[config.mk]
export PLATFORM = sky130hd
export DESIGN_NAME = coin_acceptor_flat
export DESIGN_NICKNAME = d
export VERILOG_FILES = /design/src/rtl/coin_acceptor_if.sv /design/src/rtl/coin_acceptor.sv /design/src/flat_wrapper.sv
export SDC_FILE = /design/constraint.sdc
export NUM_CORES = 1
export LEC_CHECK = 0
export CORE_ASPECT_RATIO = 0.8
export CORE_UTILIZATION = 40
export CTS_CLUSTER_SIZE = 14
export DETAILED_ROUTE_END_ITERATION = 16
export PLACE_DENSITY = 0.64
export SLEW_MARGIN = 20
export SYNTH_ARGS = -nofsm -noshare
export SYNTH_HDL_FRONTEND = slang
export SYNTH_SLANG_ARGS = --single-unit
[constraint.sdc]
create_clock -name clk -period 3.3 [get_ports clk]
set_input_delay 0.66 -clock clk [delete_from_list [all_inputs] [get_ports clk]]
set_output_delay 0.66 -clock clk [all_outputs]
set_load 0.05 [all_outputs]
[src/rtl/coin_acceptor_if.sv]
// Coin-acceptor bus: raw sensor levels and downstream hold in, clean coin
// codes and status out.
interface coin_acceptor_if;
  // Handshake: coin is a one-cycle pulse whenever it is nonzero. hold acts as
  // an inverted ready. While hold=1 nothing is emitted and queued coins are
  // kept. Emission resumes on the first edge that samples hold=0.
  logic       sense5;
  logic       sense10;
  logic       hold;
  logic [1:0] coin;
  logic       reject;
  logic       jam;
  logic [1:0] pending;

  modport master (
    output sense5, sense10, hold,
    input  coin, reject, jam, pending
  );

  modport slave (
    input  sense5, sense10, hold,
    output coin, reject, jam, pending
  );
endinterface

[src/rtl/coin_acceptor.sv]
// Coin front end: synchronise and debounce two coin sensors, detect jams, and
// queue up to two coin codes for the vending controller behind a hold signal.
module coin_acceptor #(
  parameter int DEB_CYCLES = 4,
  parameter int JAM_CYCLES = 64
) (
  input  logic           clk,
  input  logic           reset,
  coin_acceptor_if.slave bus,
  output logic [1:0]     dbg_state5,
  output logic [1:0]     dbg_state10
);
  localparam int CW = (DEB_CYCLES > 2) ? $clog2(DEB_CYCLES) : 1;
  localparam int JW = $clog2(JAM_CYCLES + 1);
  localparam logic [CW-1:0] CNT_LAST = CW'(DEB_CYCLES - 1);
  localparam logic [JW-1:0] JAM_LAST = JW'(JAM_CYCLES - 1);
  localparam logic [JW-1:0] JAM_MAX  = JW'(JAM_CYCLES);

  typedef enum logic [1:0] {
    IDLE    = 2'd0,
    ARMING  = 2'd1,
    ACTIVE  = 2'd2,
    RELEASE = 2'd3
  } ch_state_t;

  // Channel index 0 is the 5-unit sensor, index 1 the 10-unit sensor.
  logic [1:0] sync1;
  logic [1:0] sync_s;

  ch_state_t       state_q [2];
  ch_state_t       state_d [2];
  logic [CW-1:0]   cnt_q   [2];
  logic [CW-1:0]   cnt_d   [2];
  logic [JW-1:0]   jcnt_q  [2];
  logic [JW-1:0]   jcnt_d  [2];
  logic [1:0]      ev;
  logic [1:0]      jam_hit;

  logic [1:0] mem [2];
  logic       wr_ptr;
  logic       rd_ptr;
  logic [1:0] count_q;

  logic       coin_q;
  logic [1:0] coin_code_q;
  logic       reject_q;
  logic       jam_q;

  logic       both_ev;
  logic       any_ev;
  logic [1:0] ev_code;
  logic       pop;
  logic       full;
  logic       drop;
  logic       push;

  always_ff @(posedge clk) begin
    if (reset) begin
      sync1  <= 2'b00;
      sync_s <= 2'b00;
    end else begin
      sync1  <= {bus.sense10, bus.sense5};
      sync_s <= sync1;
    end
  end

  always_ff @(posedge clk) begin
    for (int i = 0; i < 2; i++) begin
      if (reset) begin
        state_q[i] <= IDLE;
        cnt_q[i]   <= '0;
        jcnt_q[i]  <= '0;
      end else begin
        state_q[i] <= state_d[i];
        cnt_q[i]   <= cnt_d[i];
        jcnt_q[i]  <= jcnt_d[i];
      end
    end
  end

  always_comb begin
    for (int i = 0; i < 2; i++) begin
      state_d[i] = state_q[i];
      cnt_d[i]   = cnt_q[i];
      jcnt_d[i]  = jcnt_q[i];
      ev[i]      = 1'b0;
      jam_hit[i] = 1'b0;
      case (state_q[i])
        IDLE: begin
          if (sync_s[i]) begin
            state_d[i] = ARMING;
            cnt_d[i]   = CW'(1);
          end
        end
        ARMING: begin
          if (!sync_s[i]) begin
            state_d[i] = IDLE;
          end else if (cnt_q[i] == CNT_LAST) begin
            state_d[i] = ACTIVE;
            ev[i]      = 1'b1;
          end else begin
            cnt_d[i] = cnt_q[i] + CW'(1);
          end
        end
        ACTIVE: begin
          if (!sync_s[i]) begin
            state_d[i] = RELEASE;
            cnt_d[i]   = CW'(1);
          end else begin
            // Saturate so a permanently stuck sensor cannot wrap the counter.
            if (jcnt_q[i] != JAM_MAX) jcnt_d[i] = jcnt_q[i] + JW'(1);
            if (jcnt_q[i] == JAM_LAST) jam_hit[i] = 1'b1;
          end
        end
        RELEASE: begin
          if (sync_s[i]) begin
            state_d[i] = ACTIVE;
          end else if (cnt_q[i] == CNT_LAST) begin
            state_d[i] = IDLE;
            jcnt_d[i]  = '0;
          end else begin
            cnt_d[i] = cnt_q[i] + CW'(1);
          end
        end
        default: begin
          state_d[i] = IDLE;
        end
      endcase
    end
  end

  // A same-edge pair is ambiguous, so both coins go back to the customer.
  always_comb begin
    both_ev = &ev;
    any_ev  = |ev;
    ev_code = ev[1] ? 2'b10 : 2'b01;
    pop     = !bus.hold && (count_q != 2'd0);
    full    = (count_q == 2'd2);
    drop    = any_ev && (both_ev || jam_q || (full && !pop));
    push    = any_ev && !drop;
  end

  always_ff @(posedge clk) begin
    if (push) mem[wr_ptr] <= ev_code;
  end

  always_ff @(posedge clk) begin
    if (reset) begin
      wr_ptr  <= 1'b0;
      rd_ptr  <= 1'b0;
      count_q <= 2'd0;
    end else begin
      if (push) wr_ptr <= ~wr_ptr;
      if (pop)  rd_ptr <= ~rd_ptr;
      count_q <= count_q + {1'b0, push} - {1'b0, pop};
    end
  end

  always_ff @(posedge clk) begin
    if (reset) begin
      coin_q      <= 1'b0;
      coin_code_q <= 2'b00;
      reject_q    <= 1'b0;
      jam_q       <= 1'b0;
    end else begin
      coin_q      <= pop;
      coin_code_q <= pop ? mem[rd_ptr] : 2'b00;
      reject_q    <= drop;
      jam_q       <= jam_q | (|jam_hit);
    end
  end

  assign bus.coin    = coin_code_q;
  assign bus.reject  = reject_q;
  assign bus.jam     = jam_q;
  assign bus.pending = count_q;
  assign dbg_state5  = state_q[0];
  assign dbg_state10 = state_q[1];

  a_count_range : assert property (@(posedge clk) disable iff (reset)
    count_q != 2'd3);
  a_coin_code : assert property (@(posedge clk) disable iff (reset)
    coin_code_q != 2'b11);
  a_coin_valid : assert property (@(posedge clk) disable iff (reset)
    coin_q == (coin_code_q != 2'b00));
endmodule

[src/flat_wrapper.sv]
// flat-port wrapper written by rule: the top's interface ports become plain ports
module coin_acceptor_flat 
#(
  parameter int DEB_CYCLES = 4,
  parameter int JAM_CYCLES = 64
)
  (clk, reset, dbg_state5, dbg_state10, bus_sense5, bus_sense10, bus_hold, bus_coin, bus_reject, bus_jam, bus_pending);
  coin_acceptor_if bus_i ();
  input  logic clk;
  input  logic reset;
  output logic [1:0] dbg_state5;
  output logic [1:0] dbg_state10;
  input wire logic [$bits(bus_i.sense5)-1:0] bus_sense5;
  input wire logic [$bits(bus_i.sense10)-1:0] bus_sense10;
  input wire logic [$bits(bus_i.hold)-1:0] bus_hold;
  output wire logic [$bits(bus_i.coin)-1:0] bus_coin;
  output wire logic [$bits(bus_i.reject)-1:0] bus_reject;
  output wire logic [$bits(bus_i.jam)-1:0] bus_jam;
  output wire logic [$bits(bus_i.pending)-1:0] bus_pending;
  assign bus_i.sense5 = bus_sense5;
  assign bus_i.sense10 = bus_sense10;
  assign bus_i.hold = bus_hold;
  assign bus_coin = bus_i.coin;
  assign bus_reject = bus_i.reject;
  assign bus_jam = bus_i.jam;
  assign bus_pending = bus_i.pending;
  coin_acceptor #(.DEB_CYCLES(DEB_CYCLES), .JAM_CYCLES(JAM_CYCLES)) u_core (.clk(clk), .reset(reset), .bus(bus_i), .dbg_state5(dbg_state5), .dbg_state10(dbg_state10));
endmodule
==> metrics.md, run 1 <==
| Metric | Value |
|---|---|
| Worst Hold Class | flop to flop |
| Clock latency on the worst-skew pair | between 0.2 and 0.3 ns |
| WL/cell | approximately 12 µm |
| Vias in the first global route | 1388 |
| Die height | around 66 µm |
| Slowest CP cell | clkdlybuf4s50_1 |
| Starting Density | 42.9% |
| Setup crit end kind | flop |
| Number of remaining DRC errors | 0 |
| Pwr dens | 484 nW/µm² |
| Core area | 4710 µm² |
| Final ANT Viol Nets | 0 |
| H-tree lvl count | 2 |
| Total power draw | 0.00113 W |
| Die width | 81.4 µm |
| First-pass GRT wire length | 6.16 mm |
| Area grow syn2layout | 15.5% |
| Status | complete, no violations |
| GRT Total Usage | ~15% |
| DP Area | roughly 2200 µm² |
| TritonCTS clock tree | yes |
| Post-CTS setup buffer count | 0 |
| Nets@finish | approximately 260 |
| #FFs+latches synth | 38 |
| First drt pass iteration count | 4 |
| NetSw | between 0.0003 and 0.0004 W |
| Delay of the slowest cell on the worst path | about 0.49 ns |
| Most common cell after layout, fill and taps aside | dfxtp_1 |
| RSZ-0062 raised after global routing | false |
| Hold Crit Start | u_core.sync1[0] |
| CTS root buffer | clkbuf_8 |
| Worst slew pin tran | roughly 0.6 ns |
| Worst reg2reg setup slack | approximately 1.2 ns |
| Post-route insts no fill | around 300 |
| Slew Limit Headroom | 58.7% |
| Worst-path clk slew | 0.07 ns |
| Final HPWL from detailed placement | approximately 2.6 mm |
| N_diodes | 0 |
| Cell count after synthesis | about 220 |
| Syn avg cell area | between 9 and 10 µm² |
| Worst reg2reg path depth | 8 |
| Worst Hold Endpoint | u_core.sync_s[0] |
| Critical path class | input port to flop |
| Rows | 22 |
| Share of layout cells above drive strength 1 | under 10% |
| CTS Buf Count | 5 |
| Synth warnings | 0 |
| Setup TNS | 0 ns |
| Largest net degree at the start of global routing | 14 |
| Hold Violations, Final | 0 |
| Sequential area share after synthesis | about two fifths |
| Setup violations, final | 0 |
| Tcrit/Tclk final | 66.0% |
| Clock Tree Buf Depth | 2 |
| Period minus WS final | about 2.2 ns |
| Iteration-0 DRC Markers | 51 |
| Crit start category | input port |
| Pint | 0.000824 W |
| Initial antenna violation count | 0 |
| Routability cong. | 0.742 |
| Clock power share | 35.8% |
| Maximum VDD drop | between 200 and 300 µV |
| Util after Layout | roughly half |
| DRT Wirelength | 3.63 mm |
| Max_cap viols | 0 |
| Post-synthesis cell type count | 50 |
| Fmax | approximately 460 MHz |
| Clock sink count | 38 |
| Post-synth EDFFs | 4 |
| Crit path DAT | around 2.4 ns |
| Die area | 5340 µm² |
| Combinational fraction of design power | between 10% and 20% |
| Flop pwr share | a little under half |
| Final Max Tran Viols | 0 |
| Syn_nets | ~240 |
| Design area | 2330 µm² |
| CP cell instances | clkdlybuf4s50_1 -> o21bai_1 -> inv_1 -> ha_1 -> inv_1 -> ha_1 -> xor2_1 -> xnor2_1 -> nor2_1 |
| I/O pin cnt | 15 |
| Cells after DPL | between 200 and 300 |
| Leakage | a little over 0.9 nW |
| Clk_skew | 0.00578 ns |
| Top_reg_cell synth | dfxtp_1 |
| Routed vias | 1587 |
| Most frequent cells in the layout | dfxtp_1 (34), nor2_1 (23), inv_1 (17) |
| PortBufs | 14 |
| PostCTS Resize Cnt | 0 |
| Hold Path Stages | 1 |
| Asr flop ratio synth | 0% |
| Hold Buf Count CTS | 0 |
| FF-to-FF End | u_core.bus.pending[1] |
| Sw Share | a little over a quarter |
| Syn Std Cell Area | 2020 µm² |
| CP required | about 3.5 ns |
| R2R Path Start | u_core.state_q[1][0] |
| Largest fanout on the critical path | 4 |
| DR vias/cell | about 5.3 |
| Global route total overflow | 0 |
-- how the worst max path moves through the flow --
stage	start	to	slack [ns]
floorplan	u_core.state_q[1][0]	u_core.bus.pending[1]	1.17
global route	bus_hold	u_core.bus.pending[1]	1.03
detailed placement	bus_hold	u_core.bus.pending[1]	0.82
finish	bus_hold	u_core.bus.pending[1]	1.12
global placement	bus_hold	u_core.bus.pending[1]	0.91
CTS	u_core.bus.pending[1]	bus_pending[1]	1.11
-- synthesized netlist by cell type, types with 5 or more instances --
| library cell | n | share of area, % |
|---|---|---|
| a21oi_1 | 7 | 1.7 |
| a31oi_1 | 7 | 2.2 |
| and3_1 | 6 | 1.9 |
| dfxtp_1 | 34 | 34 |
| ha_1 | 14 | 8.7 |
| inv_1 | 17 | 3.2 |
| nand2_1 | 5 | 0.93 |
| nand3_1 | 9 | 2.2 |
| nor2_1 | 23 | 4.3 |
| nor2b_1 | 13 | 4.0 |
| nor3_1 | 7 | 1.7 |
| o21ai_0 | 7 | 1.7 |
| o22a_1 | 5 | 2.2 |
| or3_1 | 5 | 1.5 |
-- cell type report --
class	count	area [µm²]
timing repair buffer	16	155
multi-input combinational	160	1120
clock inverter	1	30.0
tap	60	75.1
inverter	17	63.8
clock buffer	7	86.3
fill	446	2370
sequential	38	801
-- power groups by stage --
stage / clock network (W) / logic [W] / registers (W)
after floorplan: 0 / 0.000115 / 0.000565
after global placement: 0 / 0.000196 / 0.000536
after detailed placement: 0 / 0.000197 / 0.000536
after CTS: 0.000415 / 0.000199 / 0.000526
after global routing: 0.000437 / 0.000218 / 0.000531
final: 0.000404 / 0.000199 / 0.000525
-- cell families (layout without fill, tap and decap cells) --
logic type / after synthesis / count (layout) / share of synthesized area, %
AO/OA/AOI/OAI: 49 / 49 / 17.5
XOR/XNOR: 4 / 4 / 1.74
adder cells (fa/ha/maj): 15 / 15 / 9.17
buffers and inverters: 25 / 41 / 4.83
flip-flops: 38 / 38 / 39.7
multiplexers: 6 / 6 / 3.10
AND/OR/NAND/NOR: 86 / 86 / 24.0
-- through the flow --
stage          setup slack (ns)  hold WS (ns)
6_report                   1.12         0.438
2_1_floorplan              1.17         0.414
3_3_place_gp              0.913         0.418
5_1_grt                    1.03         0.449
4_1_cts                    1.11         0.441
3_5_place_dp              0.818         0.424
-- state kept, by name, summed over array words and instances, names as in the netlist, named ones only --
signal,count
u_core.jcnt_q,14
u_core.bus.pending,2
u_core.rd_ptr,1
u_core.sync1,2
u_core.bus.reject,1
u_core.mem,4
u_core.sync_s,2
u_core.state_q,2
u_core.bus.coin,2
u_core.bus.jam,1
u_core.wr_ptr,1
u_core.cnt_q,4
-- worst max-delay path: cells and delay by family --
family          cells  cell delay, ns
compound gates      1            0.21
xor+xnor            2            0.32
fa+ha+maj           2            0.49
buf+inv             3            0.62
simple gates        1            0.05
-- layer usage --
metal | vias up | wire (µm) | part of all wire [%] | GRT usage (%)
li1 | 833 | - | - | -
met1 | 731 | 2030 | 56 | 20.9
met2 | 17 | 1460 | 40 | 21.7
met3 | 6 | 88 | 2.4 | 4.17
met4 | 0 | 50 | 1.4 | 5.36
met5 | - | 0 | 0 | 0
No activity file was read; power rests on OpenSTA's default activity.
==> inputs of run 2 (changes only) <==
Clock period 3.3 ns to 2.02 ns, I/O delays scaled along.
==> run 2 against run 1 <==
Against the previous run:
- setup slack lost 1.1 ns
- critical path type is now flop to output port
- sequential power grew 63%
- sequential share of layout area shrank 0.90 points
==> metrics.md, run 2 (synthesis gave the netlist of run 1 again) <==
| Metric | Value |
|---|---|
| Number of remaining DRC errors | 0 (unchanged) |
| Slowest CP cell | clkdlybuf4s50_1 |
| M1 GR Usage | 21.2% (+0.30 points) |
| Util after Layout | 51.1% (+1.6 points) |
| Maximum VDD drop | 439 µV (+58%) |
| H-tree lvl count | 2 (unchanged) |
| RSZ-0062 raised after global routing | false |
| DRT Wirelength | 3.80 mm (+4.9%) |
| PortBufs | 14 (unchanged) |
| Crit start category | flop |
| Tcrit/Tclk final | 97.9% |
| Die area | 5340 µm² (unchanged) |
| Max FFs per register | 14 (unchanged) |
| Crit path DAT | 1.57 ns (-0.78 ns) |
| CP cell instances | clkdlybuf4s50_1 |
| Worst reg2reg setup slack | 0.14 ns (-1.07 ns) |
| Clk_skew | 0.00500 ns (-0.000776 ns) |
| Slew Limit Headroom | 62.7% (+4.0 points) |
| Routability cong. | 0.771 (+3.8%) |
| Period minus WS final | slightly below 2 ns |
| Rows | 22 (unchanged) |
| Status | complete, no violations |
| Setup crit end kind | output port |
| Critical path class | flop to output port |
| First-pass GRT wire length | 6.45 mm (+4.7%) |
| Worst-path clk slew | 0.08 ns (about the same) |
| Hold Buf Count CTS | 0 (unchanged) |
| Fill cell count | 445 (-0.22%) |
| WL/cell | 12.3 µm (+1.5%) |
| Hold Path Stages | 1 (unchanged) |
| Cell depth of the worst setup path | 1 (-8) |
| Area grow syn2layout | 19.1% |
| Post-route insts no fill | 309 (+3.3%) |
| Place WS | -0.0988 ns (-0.917 ns) |
| N_diodes | 0 (unchanged) |
| Die height | 65.6 µm (unchanged) |
| Critical path buffer and inverter count | 1 (-2) |
| Iteration-0 DRC Markers | 75 (+47%) |
| Worst Hold Endpoint | u_core.sync_s[1] |
| Largest net degree at the start of global routing | 14 (unchanged) |
| CTS Buf Count | 5 (unchanged) |
| Leakage | 0.962 nW (+5.5%) |
| Met2 Use GR | 24.2% (+2.5 points) |
| TritonCTS clock tree | yes |
| Cells after DPL | 301 (+3.4%) |
| Global route total overflow | 0 (unchanged) |
| Clock latency on the worst-skew pair | 0.29 ns (about the same) |
| Worst reg2reg path depth | 8 (unchanged) |
| PostCTS Resize Cnt | 0 (unchanged) |
| DR vias/cell | 5.25 (-1.2%) |
| Clock sink count | 38 (unchanged) |
| Nets@finish | 267 (+3.9%) |
| GRT Total Usage | 15.7% (+0.73 points) |
| Largest regs | u_core.jcnt_q x14, u_core.cnt_q x4, u_core.mem x4 |
| Most frequent cells in the layout | dfxtp_1 (31), nor2_1 (23), inv_1 (17) |
| Vias in the first global route | 1466 (+5.6%) |
| Largest fanout on the critical path | 5 (+1) |
| Worst Hold Class | flop to flop |
| Share of layout cells above drive strength 1 | 12.9% (+5.7 points) |
| DP Area | 2290 µm² (+3.6%) |
| CTS root buffer | clkbuf_8 |
| Pwr dens | 764 nW/µm² (+58%) |
| Hold Violations, Final | 0 (unchanged) |
| Starting Density | 42.9% (unchanged) |
| Setup violations, final | 0 (unchanged) |
| Final ANT Viol Nets | 0 (unchanged) |
| I/O pin cnt | 15 (unchanged) |
| CP top delay family | buffers and inverters |
| Die width | 81.4 µm (unchanged) |
| CP required | 1.62 ns (-1.86 ns) |
| M3 GR Usage | 5.00% (+0.83 points) |
| Top reg by flops | u_core.jcnt_q |
| Max_cap viols | 0 (unchanged) |
| Initial antenna violation count | 0 (unchanged) |
| Hold Crit Start | u_core.sync1[1] |
| Most common cell after layout, fill and taps aside | dfxtp_1 |
| PnR worst setup slack | 0.0424 ns (-1.08 ns) |
| Final Max Tran Viols | 0 (unchanged) |
| R2R Path Start | u_core.cnt_q[1][0] |
| Delay of the slowest cell on the worst path | 0.84 ns (+0.35 ns) |
| Setup TNS | 0 ns (unchanged) |
| FF-to-FF End | u_core.bus.pending[1] |
| Clock Tree Buf Depth | 2 (unchanged) |
| GRT Max-Usage Layer | met2 |
| First drt pass iteration count | 4 (unchanged) |
| Design area | 2410 µm² (+3.2%) |
| Worst slew pin tran | 0.552 ns (-0.0599 ns) |
| Final HPWL from detailed placement | 2.76 mm (+5.9%) |
| Core area | 4710 µm² (unchanged) |
| Post-CTS setup buffer count | 0 (unchanged) |
| Routed vias | 1621 (+2.1%) |
| Fmax | 506 MHz |
-- run 2: changes by cell type in the layout (fill, tap and decap cells not counted), sizes merged --
cell / previous run / this run
buf: 2 / 12
clkbuf: 7 / 5
clkinv: 0 / 2
-- run 2: cell type report --
| type | instances | area, µm² | area share (%) |
|---|---|---|---|
| multi-input cells | 160 | 1120 | 46.7 |
| flip-flops and latches | 38 | 805 | 33.4 |
| repair buffers | 26 | 230 | 9.57 |
| well taps | 60 | 75.1 | 3.12 |
| clock buffers | 5 | 68.8 | 2.86 |
| inverters | 17 | 63.8 | 2.65 |
| clock inverters | 3 | 40.0 | 1.66 |
-- run 2: routing by layer --
| layer | up-vias | share of wire (%) |
|---|---|---|
| met5 | - | 0 |
| met1 | 742 | 52 |
| met3 | 2 | 3.7 |
| li1 | 857 | - |
| met2 | 20 | 43 |
| met4 | 0 | 0.47 |
-- run 2: where the power goes --
| part | internal (W) | leakage [nW] | switching (W) | total [W] |
|---|---|---|---|---|
| clock network | 0.000364 | 0.0579 | 0.000273 | 0.000636 |
| registers | 0.000807 | 0.313 | 0.0000509 | 0.000858 |
| logic | 0.000152 | 0.591 | 0.000192 | 0.000344 |
| total | 0.00132 | 0.962 | 0.000515 | 0.00184 |
-- run 2: how the worst max path moves through the flow --
| stage | startpoint | to | slack [ns] |
|---|---|---|---|
| 2_1_floorplan | flop | u_core.bus.pending[1] | 0.01 |
| 3_3_place_gp | bus_hold | u_core.bus.pending[1] | 0.03 |
| 3_5_place_dp | bus_hold | u_core.bus.pending[1] | -0.1 |
| 4_1_cts | u_core.bus.pending[1] | bus_pending[1] | 0.05 |
| 5_1_grt | u_core.bus.pending[1] | bus_pending[1] | 0.006 |
| 6_report | u_core.bus.pending[1] | bus_pending[1] | 0.04 |
-- run 2: worst reg2reg max path, cell delays in order (launching register included) --
cell,delay (ns)
dfxtp_1,0.36
ha_1,0.25
nand3_1,0.22
xnor2_1,0.27
nor2_1,0.09
ha_1,0.20
xor2_1,0.19
xnor2_1,0.15
nor2_1,0.05
-- run 2: metrics by stage --
stage          hold slack [ns]  total power (W)
3_5_place_dp             0.426          0.00122
4_1_cts                  0.454          0.00186
3_3_place_gp             0.431          0.00121
5_1_grt                  0.469          0.00194
2_1_floorplan            0.414          0.00111
6_report                 0.443          0.00184
==> inputs of run 3 (changes only) <==
Settings changed: CTS_BUF_LIST set to sky130_fd_sc_hd__clkbuf_2 sky130_fd_sc_hd__clkbuf_4 sky130_fd_sc_hd__clkbuf_8.
==> results of run 3 <==
No change in the layout: final DEF, timing and power equal those of run 2.
